===== src/rtl/bus_pkg.sv =====
// Shared definitions for the SoC data-bus slave responders: bus widths,
// responder FSM states and the address-window mask helper.
package bus_pkg;

  localparam int BUS_ADDR_W = 32;
  localparam int BUS_DATA_W = 32;
  localparam int BUS_BE_W   = 4;

  typedef enum logic [1:0] {
    IDLE,
    CAPT,
    WAIT,
    RESP
  } bus_resp_state_e;

  // Low-order address bits that index inside a 2**aw byte window.
  function automatic logic [BUS_ADDR_W-1:0] window_mask(int unsigned aw);
    return BUS_ADDR_W'((64'd1 << aw) - 64'd1);
  endfunction

endpackage


===== src/rtl/bus_mem_responder_if.sv =====
// req/gnt/rvalid data-bus port; the master drives requests, the slave
// answers with grant and a single-cycle response.
interface bus_mem_responder_if;
  import bus_pkg::*;

  logic                  req;
  logic [BUS_ADDR_W-1:0] addr;
  logic                  we;
  logic [BUS_BE_W-1:0]   be;
  logic [BUS_DATA_W-1:0] wdata;
  logic                  gnt;
  logic                  rvalid;
  logic [BUS_DATA_W-1:0] rdata;
  logic                  err;

  modport master (
    output req, addr, we, be, wdata,
    input  gnt, rvalid, rdata, err
  );

  modport slave (
    input  req, addr, we, be, wdata,
    output gnt, rvalid, rdata, err
  );

endinterface


===== src/rtl/bus_mem_responder_delay.sv =====
// Response delay down-counter: loaded with LATENCY at grant, decremented
// while waiting; done flags that the next cycle is the response cycle.
module resp_delay_counter #(
  parameter int unsigned LATENCY = 7
) (
  input  logic clk,
  input  logic rst_n,
  input  logic load,
  input  logic dec,
  output logic done
);

  localparam int CNT_W = (LATENCY > 0) ? $clog2(LATENCY + 1) : 1;

  logic [CNT_W-1:0] count;

  // NOTE: clocked state uses non-blocking assignments so every flop samples
  // pre-edge values regardless of process ordering.
  always_ff @(posedge clk) begin
    if (!rst_n) begin
      count <= '0;
    end else if (load) begin
      count <= CNT_W'(LATENCY);
    end else if (dec && count != '0) begin
      count <= count - 1'b1;
    end
  end

  assign done = (count <= CNT_W'(1));

endmodule


===== src/rtl/bus_mem_responder.sv =====
// Single-window memory slave: decodes the window, drives a 1-cycle SRAM/ROM
// and returns one response LATENCY cycles after the inherent read cycle.
module bus_mem_responder
  import bus_pkg::*;
#(
  parameter int unsigned ADDR_WIDTH = 16,
  parameter logic [BUS_ADDR_W-1:0] BASE_ADDR = 32'h1C000000,
  parameter int unsigned LATENCY = 7,
  parameter bit READ_ONLY = 1'b0
) (
  input  logic                  clk,
  input  logic                  rst_n,
  bus_mem_responder_if.slave    bus,
  output logic                  mem_en_o,
  output logic [BUS_BE_W-1:0]   mem_we_o,
  output logic [ADDR_WIDTH-3:0] mem_addr_o,
  output logic [BUS_DATA_W-1:0] mem_wdata_o,
  input  logic [BUS_DATA_W-1:0] mem_rdata_i
);

  localparam logic [BUS_ADDR_W-1:0] WIN_MASK = window_mask(ADDR_WIDTH);

  bus_resp_state_e state, state_n;

  logic                  hit, bad;
  logic                  grant, count_dec, delay_done;
  logic                  we_q, bad_q;
  logic [BUS_DATA_W-1:0] hold;
  logic                  rd_ok;

  assign hit   = (bus.addr & ~WIN_MASK) == BASE_ADDR;
  assign bad   = !hit || (READ_ONLY && bus.we);
  assign rd_ok = !we_q && !bad_q;

  resp_delay_counter #(
    .LATENCY(LATENCY)
  ) u_delay (
    .clk  (clk),
    .rst_n(rst_n),
    .load (grant),
    .dec  (count_dec),
    .done (delay_done)
  );

  always_ff @(posedge clk) begin
    if (!rst_n) state <= IDLE;
    else        state <= state_n;
  end

  // NOTE: the hold register is reset for clean idle outputs; the SRAM array
  // itself is never reset, so a write strobed before reset stays written.
  always_ff @(posedge clk) begin
    if (!rst_n) begin
      we_q  <= 1'b0;
      bad_q <= 1'b0;
      hold  <= '0;
    end else begin
      if (grant) begin
        we_q  <= bus.we;
        bad_q <= bad;
      end
      if (state == CAPT) hold <= mem_rdata_i;
    end
  end

  // NOTE: every output and next-state is defaulted first so no path through
  // the case statement can leave a value unassigned and infer a latch.
  always_comb begin
    state_n     = state;
    grant       = 1'b0;
    count_dec   = 1'b0;
    bus.gnt     = 1'b0;
    bus.rvalid  = 1'b0;
    bus.rdata   = '0;
    bus.err     = 1'b0;
    mem_en_o    = 1'b0;
    mem_we_o    = '0;
    mem_addr_o  = '0;
    mem_wdata_o = '0;

    case (state)
      IDLE: begin
        if (bus.req) begin
          grant       = 1'b1;
          bus.gnt     = 1'b1;
          mem_en_o    = !bad;
          mem_we_o    = (bus.we && !bad) ? bus.be : '0;
          mem_addr_o  = bus.addr[ADDR_WIDTH-1:2];
          mem_wdata_o = bus.wdata;
          state_n     = CAPT;
        end
      end
      CAPT: begin
        if (LATENCY == 0) begin
          // Zero extra latency: the SRAM output is returned as it arrives.
          bus.rvalid = 1'b1;
          bus.err    = bad_q;
          bus.rdata  = rd_ok ? mem_rdata_i : '0;
          state_n    = IDLE;
        end else begin
          count_dec = 1'b1;
          state_n   = delay_done ? RESP : WAIT;
        end
      end
      WAIT: begin
        count_dec = 1'b1;
        if (delay_done) state_n = RESP;
      end
      RESP: begin
        bus.rvalid = 1'b1;
        bus.err    = bad_q;
        bus.rdata  = rd_ok ? hold : '0;
        state_n    = IDLE;
      end
      default: state_n = IDLE;
    endcase
  end

endmodule


===== src/flat_wrapper.sv =====
// flat-port wrapper written by rule: the top's interface ports become plain ports
module bus_mem_responder_flat import bus_pkg::*;
#(
  parameter int unsigned ADDR_WIDTH = 16,
  parameter logic [BUS_ADDR_W-1:0] BASE_ADDR = 32'h1C000000,
  parameter int unsigned LATENCY = 7,
  parameter bit READ_ONLY = 1'b0
)
  (clk, rst_n, mem_en_o, mem_we_o, mem_addr_o, mem_wdata_o, mem_rdata_i, bus_req, bus_addr, bus_we, bus_be, bus_wdata, bus_gnt, bus_rvalid, bus_rdata, bus_err);
  bus_mem_responder_if bus_i ();
  input  logic clk;
  input  logic rst_n;
  output logic mem_en_o;
  output logic [BUS_BE_W-1:0] mem_we_o;
  output logic [ADDR_WIDTH-3:0] mem_addr_o;
  output logic [BUS_DATA_W-1:0] mem_wdata_o;
  input  logic [BUS_DATA_W-1:0] mem_rdata_i;
  input wire logic [$bits(bus_i.req)-1:0] bus_req;
  input wire logic [$bits(bus_i.addr)-1:0] bus_addr;
  input wire logic [$bits(bus_i.we)-1:0] bus_we;
  input wire logic [$bits(bus_i.be)-1:0] bus_be;
  input wire logic [$bits(bus_i.wdata)-1:0] bus_wdata;
  output wire logic [$bits(bus_i.gnt)-1:0] bus_gnt;
  output wire logic [$bits(bus_i.rvalid)-1:0] bus_rvalid;
  output wire logic [$bits(bus_i.rdata)-1:0] bus_rdata;
  output wire logic [$bits(bus_i.err)-1:0] bus_err;
  assign bus_i.req = bus_req;
  assign bus_i.addr = bus_addr;
  assign bus_i.we = bus_we;
  assign bus_i.be = bus_be;
  assign bus_i.wdata = bus_wdata;
  assign bus_gnt = bus_i.gnt;
  assign bus_rvalid = bus_i.rvalid;
  assign bus_rdata = bus_i.rdata;
  assign bus_err = bus_i.err;
  bus_mem_responder #(.ADDR_WIDTH(ADDR_WIDTH), .BASE_ADDR(BASE_ADDR), .LATENCY(LATENCY), .READ_ONLY(READ_ONLY)) u_core (.clk(clk), .rst_n(rst_n), .bus(bus_i), .mem_en_o(mem_en_o), .mem_we_o(mem_we_o), .mem_addr_o(mem_addr_o), .mem_wdata_o(mem_wdata_o), .mem_rdata_i(mem_rdata_i));
endmodule

===== config.mk =====
export PLATFORM = sky130hd
export DESIGN_NAME = bus_mem_responder_flat
export DESIGN_NICKNAME = d
export VERILOG_FILES = /design/src/rtl/bus_pkg.sv /design/src/rtl/bus_mem_responder_if.sv /design/src/rtl/bus_mem_responder_delay.sv /design/src/rtl/bus_mem_responder.sv /design/src/flat_wrapper.sv
export SDC_FILE = /design/constraint.sdc
export NUM_CORES = 1
export LEC_CHECK = 0
export CAP_MARGIN = 20
export CELL_PAD_IN_SITES_DETAIL_PLACEMENT = 1
export CELL_PAD_IN_SITES_GLOBAL_PLACEMENT = 1
export CORE_ASPECT_RATIO = 0.7
export CORE_UTILIZATION = 23
export CTS_CLUSTER_DIAMETER = 50
export DETAILED_ROUTE_END_ITERATION = 8
export HOLD_SLACK_MARGIN = 0.06
export PLACE_DENSITY_LB_ADDON = 0.1
export SLEW_MARGIN = 25
export SYNTH_ARGS = -nofsm -noshare
export SYNTH_HDL_FRONTEND = slang
export SYNTH_SLANG_ARGS = --single-unit
export TNS_END_PERCENT = 100

===== constraint.sdc =====
create_clock -name clk -period 4.2 [get_ports clk]
set_clock_uncertainty 0.15 [all_clocks]
set_input_delay 0.63 -clock clk [delete_from_list [all_inputs] [get_ports clk]]
set_output_delay 0.63 -clock clk [all_outputs]
set_load 0.005 [all_outputs]

# Word-level counts from Yosys, hierarchy flattened
# Index checks and enable logic that the tools add are counted.
# W data, S select, Z words.
# classes
n_addsub	1
order_cmp	1
eq_ne	6
mux	22
n_reduce_logical	11
# op_table
cell	n
$mux W32	4
$mux W14	2
$eq A16 B13 Y1 const B	1
$mux W4	3
$mux W1	8
$pmux W2 S4	1
$mux W3	2
$eq A2 B2 Y1 const B	2
$mux W2	2
$le A3 B1 Y1 const B	1
$logic_and A1 B1 Y1	3
$logic_not A1 Y1	3
$reduce_bool A3 Y1	1
$sub A3 B1 Y3 const B	1
$eq A2 B1 Y1 const B	1
$logic_not A2 Y1	1
$ne A2 B1 Y1 const B	1
$ne A2 B2 Y1 const B	1
$reduce_and A2 Y1	1
$reduce_bool A2 Y1	1
$reduce_or A2 Y1	1
# totals
register_bits	39
in_bits	104
output_inout_bits	86
elab_cells	46

# Longest topological paths before layout
# Gate-level depths: netlist of the first run.
# logic_depth
depth_word	6
ltp_mapped	7
ltp_nobuf	7

# Hierarchy
# A second synthesis of the first run with hierarchy kept.
# unflattened
cells_unflattened	258
area_unflattened_um2	2189.6
# modules_own_cells
module	instances	cells_each	area_each_um2	seq_area_each_um2
bus_mem_responder	1	237	1989.4	720.7
resp_delay_counter	1	21	200.2	60.1

# Worst setup path after synthesis of the first run
# No wires, ideal clock.
# synth_path
path_kind	input to output
start	in bus_addr[25]
end	out mem_we_o[0]
arrival_ns	1.279
path_slack_ns	2.141
path_stages	4
n_path_buf	0
path_cell_list	nor4b_2 nand4_1 nor2_2 and2_1
# synth_via
elab_chain_cells	5
# synth_lines
element	line	source
start: declaration	flat_wrapper.sv:19	input wire logic [$bits(bus_i.addr)-1:0] bus_addr;
$eq A16 B13 Y1	bus_mem_responder.sv:31	assign hit = (bus.addr & ~WIN_MASK) == BASE_ADDR;
$logic_and A1 B1 Y1	bus_mem_responder.sv:87	mem_we_o = (bus.we && !bad) ? bus.be : '0;
$mux W4	bus_mem_responder.sv:87	
$mux W4	bus_mem_responder.sv:83	if (bus.req) begin
$mux W4	bus_mem_responder.sv:81	case (state)
end: declaration	flat_wrapper.sv:14	output logic [BUS_BE_W-1:0] mem_we_o;
# No other way between the ends.

# Worst setup path in the final report of the first run
# layout_path
start	in bus_addr[18]
end	out mem_we_o[3]
# The elaborated chain is that of the path after synthesis.

==> metrics, run 1 <==
Initial DRC Count between 50 and 60; Resized Gates After CTS 0; clock transition at the registers of the reported paths about 0.060 ns; largest net degree at the start of global routing 49; CTS tree done; Final ANT Viol Nets 0; Synthesis Warnings 0; crit path time final 3.09 ns; number of max-cap violations 0; final setup fails 0; drt drc 0; wire per inst 14.6 um; final hold vios 0; CTS Hold Buffers Added 0; Cell Pwr Density 428 nW/um^2; share of the yosys chip area belonging to registers 34.3%; Initial Util 24.4%; status complete, no violations; Worst EP arrival 2.31 ns; Core Util, Final 47.4%; critical path launch point type primary input; # IOs 190; Total Routing Usage GR between 15 and 20%; crit end category output port; initial antenna violation count 0; max-slew violations 0; ANT cells 0; Critical Path Fanout Max 4; number of cells after detailed placement 549; total number of vias 2404; # nets final roughly 540; Die Area 10300 um^2; TritonCTS buffer count 5; count of cell types in the netlist 28; Switching Fraction 32.0%; clock tree root buffer cell clkbuf_16; Mapped Cells 255; Cell Area, Synth around 2300 um^2; Clk pwr share 23.9%; reg2reg start u_core.state[0]; Die Y 85.2 um; Placement Cell Area about 4200 um^2; Worst-Margin Slew 0.623 ns; Tcrit/Tclk final 73.5%; Critical Path RT 3.42 ns; Worst VDD drop 0.180 mV; layout cells sized above 1 ~4.6%; Fmax around 0.32 GHz; DP HPWL 6240 um; routability cong. 0.681; CORE AREA 9330 um^2; worst reg2reg endpoint u_core.state[0]; GR Overflow Total 0; Skew-Pair Late Insertion Delay 0.28 ns; most frequent cells in the layout clkdlybuf4s50_1, and3_1, dfxtp_1; post-route cell area 4420 um^2; Area growth syn-to-layout 94.6%; Hold WC Path Type reg2reg; Clock Sinks 39; Syn Area/Cell 8.92 um^2; Crit Path Class in2out; P_sw 0.000606 W; vias in the first global route 2469; drt via density 4.32; router iterations before antenna repair 4; Post-Layout Cell Count approximately 560; R2R setup slack between 2 and 2.5 ns; Post-CTS Setup Bufs 0; part of the power in registers between 20 and 30%; input/output buffers roughly 190; logic gate share of total power 48.3%; Worst slew margin 58.5%; H-tree depth 2; syn nets between 300 and 400; synthesis-stage register bit count 39; final wirelength 8150 um; leak pwr 1.79 nW; row count 29; RSZ-0062 raised after global routing no; first-pass GRT wire length 12900 um; worst setup path end mem_we_o[3]; Die W 121 um; cell-internal power 0.00129 W; setup TNS 0 ns; Clock Tree Buf Depth 2; Critical Path Source bus_addr[18]; R2R depth 7; most common cell after layout, fill and taps aside clkdlybuf4s50_1
-- synth_stat cells --
| cell type | number | area, um^2 |
|---|---|---|
| nand4_1 | 1 | 6.26 |
| clkbuf_2 | 2 | 10.0 |
| and4bb_2 | 1 | 12.5 |
| buf_2 | 1 | 5.00 |
| o31a_1 | 1 | 8.76 |
| buf_4 | 4 | 30.0 |
| o21ai_1 | 1 | 5.00 |
| o21ai_0 | 4 | 20.0 |
| nor2_2 | 1 | 6.26 |
| nand2b_1 | 1 | 6.26 |
| o221a_2 | 1 | 11.3 |
| clkbuf_1 | 14 | 52.6 |
| nor4_2 | 2 | 25.0 |
| a21boi_0 | 4 | 30.0 |
| nor2_1 | 3 | 11.3 |
| mux2i_1 | 34 | 340 |
| and3_1 | 46 | 288 |
| nor2b_1 | 33 | 206 |
| inv_1 | 7 | 26.3 |
| a31oi_1 | 1 | 6.26 |
| nor3b_2 | 1 | 12.5 |
| and2b_1 | 1 | 7.51 |
| dfxtp_1 | 39 | 781 |
| nand2_1 | 6 | 22.5 |
| ha_1 | 7 | 87.6 |
| and2_1 | 37 | 231 |
| xnor2_1 | 1 | 8.76 |
| nor4b_2 | 1 | 15.0 |
-- how the worst min path moves through the flow --
stage | startpoint | end | slack (ns) | cells after the start
floorplan | u_core.we_q | u_core.we_q | 0.31 | 2
global placement | u_core.we_q | u_core.we_q | 0.32 | 2
detailed placement | u_core.we_q | u_core.we_q | 0.34 | 2
CTS | u_core.we_q | u_core.we_q | 0.35 | 2
global route | u_core.we_q | u_core.we_q | 0.37 | 2
finish | u_core.we_q | u_core.we_q | 0.35 | 2
-- power by group through the flow --
| stage | combinational [W] | sequential, W | clock (W) |
|---|---|---|---|
| after floorplan | 0.000534 | 0.000516 | 0 |
| final | 0.000913 | 0.000527 | 0.000451 |
| after CTS | 0.000934 | 0.000526 | 0.000466 |
| after global routing | 0.00101 | 0.000542 | 0.000487 |
| after detailed placement | 0.000931 | 0.000533 | 0 |
| after global placement | 0.000904 | 0.000527 | 0 |
-- routing by layer --
layer  part of all wire, %  track usage, %  vias up
li1                      -               -     1202
met1                    43            18.7     1096
met2                    48            27.7      100
met3                   9.0            5.58        6
met4                  0.71            3.03        0
met5                     0               0        -
-- flip-flops by register name, summed over array words and instances, names as in the netlist --
name                  cells
u_core.u_delay.count      3
u_core.hold              32
u_core.bad_q              1
u_core.we_q               1
u_core.state              2
-- layout make-up --
type,instances,area [um^2]
clock buffer,6,139
clock inverter,2,38.8
fill,1072,4900
inverter,7,26.3
multi-input combinational,188,1380
sequential,39,781
tap,124,155
timing repair buffer,191,1900
-- per-stage QoR --
| stage | worst slack (ns) | hold WS [ns] | power (W) |
|---|---|---|---|
| global placement | 1.10 | 0.322 | 0.00143 |
| finish | 1.11 | 0.347 | 0.00189 |
| detailed placement | 1.08 | 0.340 | 0.00146 |
| floorplan | 2.14 | 0.305 | 0.00105 |
| global route | 0.977 | 0.365 | 0.00204 |
| CTS | 1.08 | 0.348 | 0.00193 |
-- cell families (layout without fill, tap and decap cells) --
family                   count (synthesis)  after routing  synth area share [%]
AND/OR/NAND/NOR                        134            134                  37.4
flip-flops                              39             39                  34.3
multiplexers                            34             34                  15.0
buffers and inverters                   28            206                  5.45
AO/OA/AOI/OAI                           12             12                  3.58
adder cells (fa/ha/maj)                  7              7                  3.85
XOR/XNOR                                 1              1                 0.385
-- critical path: stages --
cell and delay (ns):
clkdlybuf4s50_1 0.41, nor4_2 0.28, nand4_1 0.17, nor2_2 0.17
and2_1 0.14, clkdlybuf4s50_1 0.50
No activity file was read; power rests on OpenSTA's default activity.
==> run 2: changes to the inputs <==
CORE_UTILIZATION = 22   (was 23)
clock period = 2.9 ns   (was 4.2 ns; I/O delays follow)
==> run 2 against run 1 <==
- die area increased by 4.5%
- flip-flop and latch count did not move
- largest cell class unchanged
- core utilization down 3.0 points
- sequential power up 45%
- clock-buffer cell count down 1
- highest routed layer unchanged
==> metrics, run 2 (synthesized netlist as in run 1, its figures left out) <==
status complete, no violations (unchanged); Core Util, Final 44.4% (was 47.4%); RSZ-0062 raised after global routing no (unchanged); # nets final 544 (was 543); Hold WC Path Type reg2reg (unchanged); met3 WL 819 um (was 733 um); crit end category output port (unchanged); clock tree root buffer cell clkbuf_16 (unchanged); Initial Util 23.0% (was 24.4%); most common cell after layout, fill and taps aside clkdlybuf4s50_1 (unchanged); Post-CTS Setup Bufs 0 (unchanged); Tcrit/Tclk final 93.9%; row count 30 (was 29); Final ANT Viol Nets 0 (unchanged); drt via density 4.33 (was 4.32); initial antenna violation count 0 (unchanged); setup TNS 0 ns (unchanged); ANT cells 0 (unchanged); Top delay family on crit path buffers and inverters (unchanged); total number of vias 2431 (was 2404); Filler Cell Count 1118 (was 1072); CORE AREA 9870 um^2 (was 9330 um^2); final wirelength 8110 um (was 8150 um); critical path launch point type primary input (unchanged); Critical Path Fanout Max 4 (unchanged); most frequent cells in the layout clkdlybuf4s50_1, and3_1, dfxtp_1 (unchanged); router iterations before antenna repair 2 (was 4); clock transition at the registers of the reported paths 0.06 ns (about the same); largest net degree at the start of global routing 49 (unchanged); input/output buffers 187 (unchanged); Crit path top cell by count clkdlybuf4s50_1 (unchanged); Hold Startpoint u_core.we_q (unchanged); Cell Pwr Density 593 nW/um^2 (was 428 nW/um^2); DP Worst Slack 0.124 ns (was 1.08 ns); H-tree depth 2 (unchanged); drt drc 0 (unchanged); Resized Gates After CTS 0 (unchanged); crit path time final 2.72 ns; number of max-cap violations 0 (unchanged); first-pass GRT wire length 12100 um (was 12900 um); Most flops, register u_core.hold (unchanged); Die Y 87.1 um (was 85.2 um); Total Routing Usage GR 14.6% (was 15.8%); max incr delay on CP 0.51 ns (was 0.50 ns); Clock Tree Buf Depth 2 (unchanged); wire per inst 14.5 um (was 14.6 um); Crit Path Class in2out (unchanged); # IOs 190 (unchanged); vias in the first global route 2412 (was 2469); max-slew violations 0 (unchanged); met2 wire len 3810 um (was 3880 um); Die Area 10800 um^2 (was 10300 um^2); Worst-Margin Slew 0.590 ns (was 0.623 ns); top sig layer met4 (unchanged); CP bufs+invs 2 (unchanged); Critical Path Source bus_addr[18] (unchanged); Fmax approximately 0.37 GHz; Worst slew margin 60.7% (was 58.5%); CTS Hold Buffers Added 0 (unchanged); Die W 124 um (was 121 um); final setup fails 0 (unchanged); final worst-path setup slack 0.176 ns (was 1.11 ns); DP HPWL 6250 um (was 6240 um); GR Overflow Total 0 (unchanged); Skew-Pair Late Insertion Delay 0.28 ns (about the same); CP cell instances clkdlybuf4s50_1 > nor4_2 > nand4_1 > nor2_2 > and2_1 > clkdlybuf4s50_1 (unchanged); routability cong. 0.695 (was 0.681); CTS tree done (unchanged); Initial DRC Count 43 (was 54); Clock Sinks 39 (unchanged); Area growth syn-to-layout 93.0% (was 94.6%); reg2reg start u_core.state[0] (unchanged); Regs by FF count u_core.hold: 32 flops, u_core.u_delay.count: 3 flops, u_core.state: 2 flops (unchanged); TritonCTS buffer count 5 (unchanged); final hold vios 0 (unchanged); met1 wire length 3430 um (was 3480 um); CP max stage cell clkdlybuf4s50_1 (unchanged); flip-flop count of the largest register after layout 32 (unchanged); Critical Path RT 2.32 ns (was 3.42 ns); Worst VDD drop 0.236 mV (was 0.180 mV); Worst EP arrival 2.14 ns (was 2.31 ns); leak pwr 1.77 nW (was 1.79 nW); layout cells sized above 1 4.62% (unchanged)
## run 2: cell types whose count changed in the layout (fill, tap and decap cells not counted), sizes merged
cell and change:
inv -1, buf +1, clkbuf -1, bufinv -1
clkinv +2
## run 2: routing by layer
| metal | up-vias | global-route usage (%) |
|---|---|---|
| li1 | 1209 | - |
| met1 | 1116 | 16.9 |
| met2 | 101 | 25.6 |
| met3 | 5 | 5.43 |
| met4 | 0 | 3.29 |
| met5 | - | 0 |
## run 2: worst reg2reg max path, cell delays in order (launching register included)
cell	delay, ns
dfxtp_1	0.37
inv_1	0.11
ha_1	0.16
buf_4	0.33
inv_1	0.11
o221a_2	0.32
o21ai_0	0.16
a31oi_1	0.06
## run 2: path summary, 6_finish.rpt
check	cells past startpoint	to	slack, ns
worst min register to register	2	u_core.we_q	0.33
worst max-delay path	6	mem_we_o[1]	0.18
worst min-delay path	2	u_core.we_q	0.33
worst max register to register	7	u_core.state[0]	1.00
## run 2: stage by stage
stage	cells	total power (W)	hold slack (ns)	instance area (um^2)
after floorplan	255	0.00152	0.305	2270
after global placement	554	0.00207	0.319	4250
after detailed placement	554	0.00211	0.331	4250
after CTS	561	0.00265	0.339	4390
after global routing	561	0.00281	0.370	4390
final	561	0.00260	0.333	4390
## run 2: power by group
part / total (W) / internal [W] / switching, W
combinational: 0.00131 / 0.000741 / 0.000569
clock: 0.000529 / 0.000313 / 0.000215
sequential: 0.000763 / 0.000678 / 0.0000849
## run 2: layout make-up
class	instances	area [um^2]	area share, %
Sequential cell	39	781	17.8
Clock buffer	5	125	2.85
Clock inverter	2	13.8	0.314
Multi-Input combinational cell	188	1370	31.3
Timing Repair Buffer	192	1910	43.5
Tap cell	128	160	3.65
Inverter	7	26.3	0.599
==> RTL edit (flow settings as in run 1) <==
Make the reset (`rst_n`) asynchronous in 3 clocked blocks.
--- a/src/rtl/bus_mem_responder_delay.sv
+++ b/src/rtl/bus_mem_responder_delay.sv
@@ -16,7 +16,7 @@
 
   // NOTE: clocked state uses non-blocking assignments so every flop samples
   // pre-edge values regardless of process ordering.
-  always_ff @(posedge clk) begin
+  always_ff @(posedge clk or negedge rst_n) begin
     if (!rst_n) begin
       count <= '0;
     end else if (load) begin
--- a/src/rtl/bus_mem_responder.sv
+++ b/src/rtl/bus_mem_responder.sv
@@ -42,14 +42,14 @@
     .done (delay_done)
   );
 
-  always_ff @(posedge clk) begin
+  always_ff @(posedge clk or negedge rst_n) begin
     if (!rst_n) state <= IDLE;
     else        state <= state_n;
   end
 
   // NOTE: the hold register is reset for clean idle outputs; the SRAM array
   // itself is never reset, so a write strobed before reset stays written.
-  always_ff @(posedge clk) begin
+  always_ff @(posedge clk or negedge rst_n) begin
     if (!rst_n) begin
       we_q  <= 1'b0;
       bad_q <= 1'b0;
Function: differs if rst_n is asserted again (counterexample within 4 cycles, from zero or initial values and one cycle with rst_n low); with rst_n held inactive, the same outputs for 10 cycles.
==> RTL edit against run 1 <==
- sequential share of layout area increased by 4.3 points
- global-route usage decreased by 0.88 points
- synthesized area increased by 0.44%
- setup slack gained 0.013 ns
- sequential cell count is the same
- cell area is 0.34% higher
- total power increased by 6.0%
- critical endpoint unchanged
- routed wire length down 5.7%
==> RTL edit: results <==
{
  "synth_xor_area_frac": 0.00384,
  "first_pass_iters": 6,
  "slowest_delay_ns": 0.54,
  "relSlewSlack": 0.382,
  "fillCellCount": 1090,
  "grt_max_degree": 50,
  "syn_nets": 329,
  "regToRegEndpoint": "u_core.hold[22]",
  "drive_gt1_frac": 0.135,
  "syn_inst": 218,
  "final_nets": 509,
  "routed_wl_mm": 7.69,
  "rr_worst_depth": 3,
  "grt_pass1_wl_mm": 12.3,
  "r2r_start": "u_core.state[1]",
  "synthDistinctLibCells": 29,
  "switching_share": 0.299,
  "seq_area_frac_synth": 0.427,
  "drtIter0Drc": 62,
  "crit_path_start": "bus_addr[17]",
  "grt_use_total": 0.149,
  "dp.cells": 519,
  "wire_per_inst_um": 14.6,
  "synth-compound-area-share": 0.0219,
  "p_leak_nw": 1.92,
  "placed_cell_area_um2": 4260,
  "gp_congestion": 0.733,
  "synthMuxAreaShare": 0.169,
  "pg_clk_mw": 0.441,
  "ys_top_cells_by_area": "dfrtp_1 (43%), mux2_2 (16%), and3_1 (13%)",
  "powerDensity_nw_per_um2": 452,
  "outcome": "completed",
  "rrSetupSlack_ns": 2.26,
  "path_max_fanout": 6,
  "hold_class": "primary input to async pin",
  "grt_pass1_vias": 2455,
  "viasPerCell": 4.35,
  "dp_hpwl_mm": 5.86,
  "ir_drop_v": 0.000245,
  "netlist_top_cells_count": "and3_1 (46), dfrtp_1 (39), and2_1 (33)",
  "critPathArrivalTime_ns": 2.29
}
RTL edit: area by class of cell:
cell class | count | area [um2] | area share
Inverter | 11 | 41.3 | 0.00930
Clock buffer | 6 | 139 | 0.0313
Clock inverter | 2 | 35.0 | 0.00789
Timing Repair Buffer | 190 | 1890 | 0.426
Multi-Input combinational cell | 151 | 1200 | 0.270
Tap cell | 128 | 160 | 0.0361
Sequential cell | 39 | 976 | 0.220
RTL edit: kinds of logic (layout without fill, tap and decap cells):
family                   after synthesis  in the layout
XOR/XNOR                               1              1
AO/OA/AOI/OAI                          6              6
buffers and inverters                 28            209
adder cells (fa/ha/maj)                7              7
multiplexers                          34             34
AND/OR/NAND/NOR                      103            103
flip-flops                            39             39
RTL edit: routing by layer:
layer,vias up,GRT usage,wire length (um)
met5,-,0,0
met3,2,0.0538,752
met1,1080,0.181,3320
met2,106,0.259,3590
met4,0,0.0202,25
li1,1105,-,-
RTL edit: metrics by stage:
step	setup WS [ns]	hold WS [ns]
final	1.13	0.339
after detailed placement	1.08	0.337
after floorplan	2.14	0.184
after global placement	1.13	0.330
after CTS	1.08	0.352
after global routing	0.953	0.370
RTL edit: worst min-delay path by stage:
| stage | from | end | slack, ns | cells past startpoint |
|---|---|---|---|---|
| final | rst_n | u_core.hold[22] | 0.34 | 1 |
| after global placement | u_core.hold[10] | u_core.hold[10] | 0.33 | 1 |
| after CTS | u_core.hold[5] | u_core.hold[5] | 0.35 | 1 |
| after detailed placement | u_core.hold[28] | u_core.hold[28] | 0.34 | 1 |
| after global routing | u_core.hold[21] | u_core.hold[21] | 0.37 | 1 |
| after floorplan | rst_n | u_core.bad_q | 0.18 | 0 |
